<file path="src/rtl/mips_pkg.sv">
// mips_pkg: shared widths, control-bundle bit positions and ID/EX payload type for the MIPS-lite core.
package mips_pkg;
  localparam int DEF_DATA_W = 32;
  localparam int DEF_REG_AW = 5;
  localparam int CTRL_W = 8;
  localparam int CTRL_REGDST = 7;
  localparam int CTRL_ALUSRC = 6;
  localparam int CTRL_MEMREAD = 5;
  localparam int CTRL_MEMWRITE = 4;
  localparam int CTRL_REGWRITE = 3;
  localparam int CTRL_MEMTOREG = 2;
  localparam int CTRL_ALUOP = 0;
  typedef enum logic [1:0] {
    EMPTY = 2'b00,
    ONE   = 2'b10,
    FULL  = 2'b11
  } occ_e;
  typedef struct packed {
    logic [CTRL_W-1:0]     ctrl;
    logic [5:0]            funct;
    logic [DEF_DATA_W-1:0] rd1;
    logic [DEF_DATA_W-1:0] rd2;
    logic [DEF_DATA_W-1:0] immed;
    logic [DEF_REG_AW-1:0] rs;
    logic [DEF_REG_AW-1:0] rt;
    logic [DEF_REG_AW-1:0] rd;
    logic [DEF_REG_AW-1:0] shamt;
  } id_ex_payload_t;
endpackage

</file>
<file path="src/rtl/pipe_skid_entry.sv">
// pipe_skid_entry: one payload register with its valid bit; payload changes only on ld.
module pipe_skid_entry #(
  parameter int W = 32
) (
  input  logic         clk,
  input  logic         rst,
  input  logic         ld,
  input  logic         v_d,
  input  logic [W-1:0] d,
  output logic         v,
  output logic [W-1:0] q
);
  always_ff @(posedge clk) begin
    if (rst) begin
      v <= 1'b0;
      q <= '0;
    end else begin
      v <= v_d;
      if (ld) q <= d;
    end
  end
endmodule

</file>
<file path="src/rtl/id_ex_pipe_reg.sv">
// id_ex_pipe_reg: elastic ID->EX register with 2-entry skid buffer, flush, side-effect gating and bubble counter.
module id_ex_pipe_reg #(
  parameter int DATA_W = mips_pkg::DEF_DATA_W,
  parameter int REG_AW = mips_pkg::DEF_REG_AW,
  parameter int CTRL_W = mips_pkg::CTRL_W,
  parameter int CNT_W  = 16
) (
  input  logic              clk,
  input  logic              rst,
  input  logic              in_valid,
  output logic              in_ready,
  input  logic [CTRL_W-1:0] in_ctrl,
  input  logic [5:0]        in_funct,
  input  logic [DATA_W-1:0] in_rd1,
  input  logic [DATA_W-1:0] in_rd2,
  input  logic [DATA_W-1:0] in_immed,
  input  logic [REG_AW-1:0] in_rs,
  input  logic [REG_AW-1:0] in_rt,
  input  logic [REG_AW-1:0] in_rd,
  input  logic [REG_AW-1:0] in_shamt,
  input  logic              flush,
  input  logic              out_ready,
  output logic              out_valid,
  output logic [CTRL_W-1:0] out_ctrl,
  output logic [5:0]        out_funct,
  output logic [DATA_W-1:0] out_rd1,
  output logic [DATA_W-1:0] out_rd2,
  output logic [DATA_W-1:0] out_immed,
  output logic [REG_AW-1:0] out_rs,
  output logic [REG_AW-1:0] out_rt,
  output logic [REG_AW-1:0] out_rd,
  output logic [REG_AW-1:0] out_shamt,
  output logic [CNT_W-1:0]  bubble_cnt
);
  import mips_pkg::*;
  localparam int PW = CTRL_W + 6 + 3 * DATA_W + 4 * REG_AW;
  localparam logic [CTRL_W-1:0] SIDE_FX = (CTRL_W'(1) << CTRL_MEMREAD) |
                                          (CTRL_W'(1) << CTRL_MEMWRITE) |
                                          (CTRL_W'(1) << CTRL_REGWRITE);
  logic          main_v, skid_v, main_ld, skid_ld, push, pop;
  logic [PW-1:0] in_p, main_d, main_q, skid_q;
  logic [CTRL_W-1:0] main_ctrl;
  occ_e          st, nxt;
  assign in_p = {in_ctrl, in_funct, in_rd1, in_rd2, in_immed, in_rs, in_rt, in_rd, in_shamt};
  assign st = occ_e'({main_v, skid_v});
  // in_ready comes straight from the skid flop, so EX stalls never reach ID combinationally
  assign in_ready = ~skid_v;
  assign out_valid = main_v;
  assign push = in_valid & in_ready;
  assign pop = main_v & out_ready;
  assign main_d = skid_v ? skid_q : in_p;
  always_comb begin
    nxt = st;
    main_ld = 1'b0;
    skid_ld = 1'b0;
    case (st)
      EMPTY: begin
        nxt = push ? ONE : EMPTY;
        main_ld = push;
      end
      ONE: begin
        nxt = (push & ~pop) ? FULL : (~push & pop) ? EMPTY : ONE;
        main_ld = push & pop;
        skid_ld = push & ~pop;
      end
      FULL: begin
        nxt = pop ? ONE : FULL;
        main_ld = pop;
      end
      default: nxt = EMPTY;
    endcase
    if (flush) begin
      nxt = EMPTY;
      main_ld = 1'b0;
      skid_ld = 1'b0;
    end
  end
  pipe_skid_entry #(.W(PW)) u_main (
    .clk(clk), .rst(rst), .ld(main_ld), .v_d(nxt[1]), .d(main_d), .v(main_v), .q(main_q)
  );
  pipe_skid_entry #(.W(PW)) u_skid (
    .clk(clk), .rst(rst), .ld(skid_ld), .v_d(nxt[0]), .d(in_p), .v(skid_v), .q(skid_q)
  );
  assign {main_ctrl, out_funct, out_rd1, out_rd2, out_immed, out_rs, out_rt, out_rd, out_shamt} = main_q;
  assign out_ctrl = main_v ? main_ctrl : main_ctrl & ~SIDE_FX;
  always_ff @(posedge clk) begin
    if (rst) bubble_cnt <= '0;
    else if (!main_v && bubble_cnt != {CNT_W{1'b1}}) bubble_cnt <= bubble_cnt + 1'b1;
  end
endmodule

</file>
<file path="config.mk">
export PLATFORM = sky130hd
export DESIGN_NAME = id_ex_pipe_reg
export DESIGN_NICKNAME = d
export VERILOG_FILES = /design/src/rtl/mips_pkg.sv /design/src/rtl/pipe_skid_entry.sv /design/src/rtl/id_ex_pipe_reg.sv
export SDC_FILE = /design/constraint.sdc
export NUM_CORES = 1
export LEC_CHECK = 0
export CAP_MARGIN = 15
export CORE_UTILIZATION = 53
export DETAILED_ROUTE_END_ITERATION = 8
export GPL_TIMING_DRIVEN = 1
export PLACE_DENSITY = 0.95
export SLEW_MARGIN = 25
export SYNTH_ARGS = -nofsm -noshare
export SYNTH_HDL_FRONTEND = slang
export SYNTH_SLANG_ARGS = --single-unit
</file>
<file path="constraint.sdc">
create_clock -name clk -period 3.5 [get_ports clk]
set_input_delay 0.7 -clock clk [delete_from_list [all_inputs] [get_ports clk]]
set_output_delay 0.7 -clock clk [all_outputs]
set_load 0.02 [all_outputs]
</file>
* Yosys cells after proc, flatten, opt, wreduce, memory -nomap -nowiden
Index checks and enable logic that the tools add are counted.
Storage, ports and cells: ROM bits 0, latch bits 0, memories kept 0, RAM bits 0, bits in registers 278, input bits 135
Cells by class: multipliers 0, reduce and logical (&&, ||, !) cells 4, bitwise logic cells 8, $add $sub $neg 1, equality and inequality tests 3, muxes and demuxes 11, $lt $le $gt $ge 0, div/mod/pow operators 0, shifts and indexed selects 0
Operator list (count):
- 130-bit 2-to-1 mux | 1
- 16-bit by 1-bit adder with 16-bit output (second input constant) | 1
- 16-bit inequality test (second input constant) | 1
- 2-bit 2-to-1 mux | 3
- 6-bit 2-to-1 mux | 1
- 2-bit case mux with 3 select lines | 1
- 1-bit AND | 5
- 2-bit == test (second input constant) | 2
- 1-bit 2-to-1 mux | 4
- 1-bit NOT | 3
- 1-bit case mux with 3 select lines | 1
- 2-bit zero test | 1
- 2-bit OR reduction | 1
- 1-bit logical AND | 1
- 1-bit zero test | 1

* Longest topological paths before layout
depth after elaboration 7, depth in mapped cells 8, depth with buffers taken out 5

* By module
A second synthesis with hierarchy kept.
Unflattened totals: cells, all modules 1098, area total of the unflattened synthesis 11935.2 um2
Modules (own cells, without submodules):
- pipe_skid_entry | times used 2, cells each 422, area an instance 4737.0 um2, seq. area each 2622.5 um2
- id_ex_pipe_reg | times used 1, cells each 254, area an instance 2461.1 um2, seq. area each 320.3 um2

* Worst setup path before layout
OpenSTA, ideal clock, no wires.
path kind reg2reg, from register bubble_cnt[0], to register bubble_cnt[14], cell stages (with the launch flop) 7, path buffers 1, required time 3.430 ns, period minus slack after synthesis 2.214 ns, setup time 0.070 ns, arrival time 2.143 ns, setup slack 1.286 ns, path through dfxtp_1 > ha_1 > nand4_1 > or4_1 > buf_2 > or4_1 > a21oi_1
On the way: longest elaborated chain between the ends 2
RTL lines:
- from (decl) | RTL line id_ex_pipe_reg.sv:33 | output logic [CNT_W-1:0] bubble_cnt
- from (signal assigned) | RTL line id_ex_pipe_reg.sv:88 | else if (!main_v && bubble_cnt != {CNT_W{1'b1}}) bubble_cnt <= bubble_cnt + 1'b1;
- parallel branches: the longest is 2 deep, another holds 16-bit by 1-bit adder with 16-bit output
Parallel ways; which one is timed is not known. A chain may end at the register's enable or synchronous reset.

* Final worst setup path
from register u_main.v, to output port out_ctrl[3]
On the way: longest elaborated chain between the ends 1
RTL lines:
- from (decl) | RTL line pipe_skid_entry.sv:10 | output logic v,
- from (signal assigned) | RTL line pipe_skid_entry.sv:18 | v <= v_d;
- 6-bit 2-to-1 mux | RTL line id_ex_pipe_reg.sv:85 | assign out_ctrl = main_v ? main_ctrl : main_ctrl & ~SIDE_FX;
- to (decl) | RTL line id_ex_pipe_reg.sv:24 | output logic [CTRL_W-1:0] out_ctrl,
Every way passes these cells.

==> results.md <==
* Net Sw Frac at a little under a quarter
* Dominant cells by area after synthesis: dfxtp_1, mux2i_1, a211oi_1, nand2_1, buf_4
* Nets@finish at 1618
* Synthesized netlist cell count at 1390
* Hold-fix buffers at CTS at 0
* Finished Layout Cells at roughly 1800
* Reg clk slew, reported paths at around 0.06 ns
* Internal at 5.79 mW
* Placed cell count at 1730
* Fin area at 15000 sq um
* Leak at approximately 4.9 nW
* Netlist cell types at 33
* Vias in the first global route at roughly 9400
* Die H at 152 um
* Synth Area per Inst at between 8 and 9 sq um
* Layout cells sized above 1 at 4.99%
* CP Class: flip-flop to output port
* Core ar. at 22000 sq um
* Tot Pwr at ~7.5 mW
* EDFF count, synth at 0
* CP max-delay cell: dfxtp_1
* Fin Clk Skew at between 0.01 and 0.015 ns
* # resized after CTS at 0
* Crit-path leading delay family: flip-flops
* Clock Root Buffer: clkbuf_16
* Top_reg_cell synth: dfxtp_1
* Status: finished, violations left
* Hold crit path type: flip-flop to flip-flop
* Crit path arrival time at 2.03 ns
* Ys async rst share at 0%
* Yosys reg bits at approximately 280
* Synth top cells by count: dfxtp_1, nand2_1, a21oi_1
* Crit-path max cell delay at approximately 0.66 ns
* Power share of the clock group at approximately 44%
* Register area share after synthesis at approximately 47%
* Die extent in x at 152 um
* Pwr Density at 501 nW/um^2
* GRT overflow at 0
* RSZ-0062 raised after global routing: no
* Top-count cell post-synth: dfxtp_1
* Measured slew at the worst slew-check pin at approximately 1.3 ns
* Clk buf depth at 3
* Worst Path Required at between 2 and 3 ns
* Dpl cell area at roughly 14000 sq um
* DRC errors left at 18
* Dpl hpwl at about 18 mm
* RePlAce Congestion at approximately 0.83
* Setup tns final at 0 ns
* Setup violators final at 0
* Global-route wire length before repair at ~48 mm
* DRT Pass-1 Iters at 7
* Die area at between 20000 and 25000 sq um
* Slew margin rel. at approximately 16%
* Failing checks: DRC
* Setup crit end kind: output port
* Final period utilization at around four fifths
* I/O Pins at 283
* Total track usage at 24.8%
* Largest net degree at the start of global routing at roughly 160
* PortBufs at 282
* Worst skew pair latency at 0.53 ns
* Num CTS Buffers at 29
* Synth top area share at approximately 47%
* Final Util at around two thirds
* Fin. Hold Viols at 0
* Final Routed Wirelength at between 30 and 40 mm
* Antenna violations before repair at 2
* Row count at between 50 and 60
* Antenna Violating Nets Remaining at 0
* Postcts setup bufs at 0
* Yosys top cell by area: dfxtp_1
* WL/cell at roughly 17 um
* Synth Cell Area at 12000 sq um
* Max-slew violations at 0
* Via Count at just under 10000
* Syn Nets at ~1500
* Htree depth at 1
* Pre-CTS setup slack at ~0.73 ns
* Critical path peak fanout at 11
* CP bufs+invs at 1
* Syn-to-layout area delta at 25.8%
* MaxCap Viol Count at 0
* Sw power at about 1.8 mW
* Starting DRT DRC Count at 666
* CTS tree: yes
* Comb pwr share at a little under an eighth
* Initial Util at 54.5%
* Yosys warnings at 0
* Final worst-path setup slack at 0.766 ns
* Tmin final at between 2 and 3 ns
* Startpoint Class: flip-flop
* Hold Slack at between 0.4 and 0.5 ns
* CTS sink cnt at around 280
* Via/cell ratio at 5.56
* Sequential power share at roughly 45%
* Critical Path, Cell by Cell: and2_1 -> clkdlybuf4s50_1
* VDD IR max at 383 uV
* Fmax at between 300 and 400 MHz
-- layout by cell type (no fill, tap or decap), types with 3 or more instances in the layout --
cell and instances:
nor3_1 6, nand3_1 5, buf_4 4, and2_1 4
nor2b_1 8, clkinv_2 3, or4_1 4, buf_12 8
mux2_2 6, a21oi_1 141, clkbuf_1 3, nor2_1 139
and3_1 3, clkbuf_8 13, bufinv_16 4, nand2b_1 5
clkbuf_16 29, dfxtp_1 277, nand4_1 4, nand2_1 267
clkdlybuf4s50_1 281, inv_1 3, a211oi_1 135, mux2i_1 131
-- path summary, 6_finish.rpt --
check,slack [ns],endpoint,startpoint,cells past startpoint
max,0.77,out_ctrl[3],u_main.v,2
min,0.45,u_skid.q[125],u_skid.q[125],2
max reg2reg,1.02,u_main.q[46],u_main.v,6
min reg2reg,0.45,u_skid.q[125],u_skid.q[125],2
-- metal layers --
layer / part of all wire [%] / GRT usage [%] / routed length, um / vias up
li1: - / - / - / 4797
met1: 40 / 29.4 / 11900 / 4660
met2: 49 / 42.7 / 14700 / 378
met3: 7.3 / 5.43 / 2200 / 82
met4: 4.3 / 11.7 / 1310 / 0
met5: 0 / 0 / 0 / -
-- tightest hold or removal path: cells and delay by family, from the launching register on --
kind | cells | cell delay, ns
DFF | 1 | 0.31
and+or+nand+nor | 1 | 0.05
AOI/OAI and AO/OA | 1 | 0.05
-- state kept, by name, summed over array words and instances (netlist names) --
name,count
u_main.v,1
u_skid.q,130
bubble_cnt,16
u_main.q,130
u_skid.v,1
-- layout make-up --
| cell class | count | area [sq um] |
|---|---|---|
| diodes | 2 | 5.00 |
| flip-flops and latches | 278 | 5570 |
| fillers | 1511 | 6910 |
| multi-input cells | 875 | 5020 |
| clock buffers | 44 | 902 |
| inverters | 3 | 11.3 |
| well taps | 280 | 350 |
| repair buffers | 295 | 3040 |
| clock inverters | 8 | 144 |
-- power groups by stage --
stage	sequential [mW]	clock [mW]	combinational, mW
after floorplan	3.41	0	0.570
after global placement	3.42	0	0.862
after detailed placement	3.43	0	0.886
after CTS	3.36	3.34	0.896
after global routing	3.38	3.48	0.957
final	3.36	3.28	0.898
-- cells by family (layout without fill, tap and decap cells) --
family	Yosys count	after routing	share of synthesized area, %
compound gates	284	284	15.1
fa+ha+maj	1	1	0.105
buf+inv	237	350	11.6
flops	278	278	46.5
mux	137	137	11.5
other cells	0	2	0
simple gates	453	453	15.2
(Power assumes the default switching activity.)
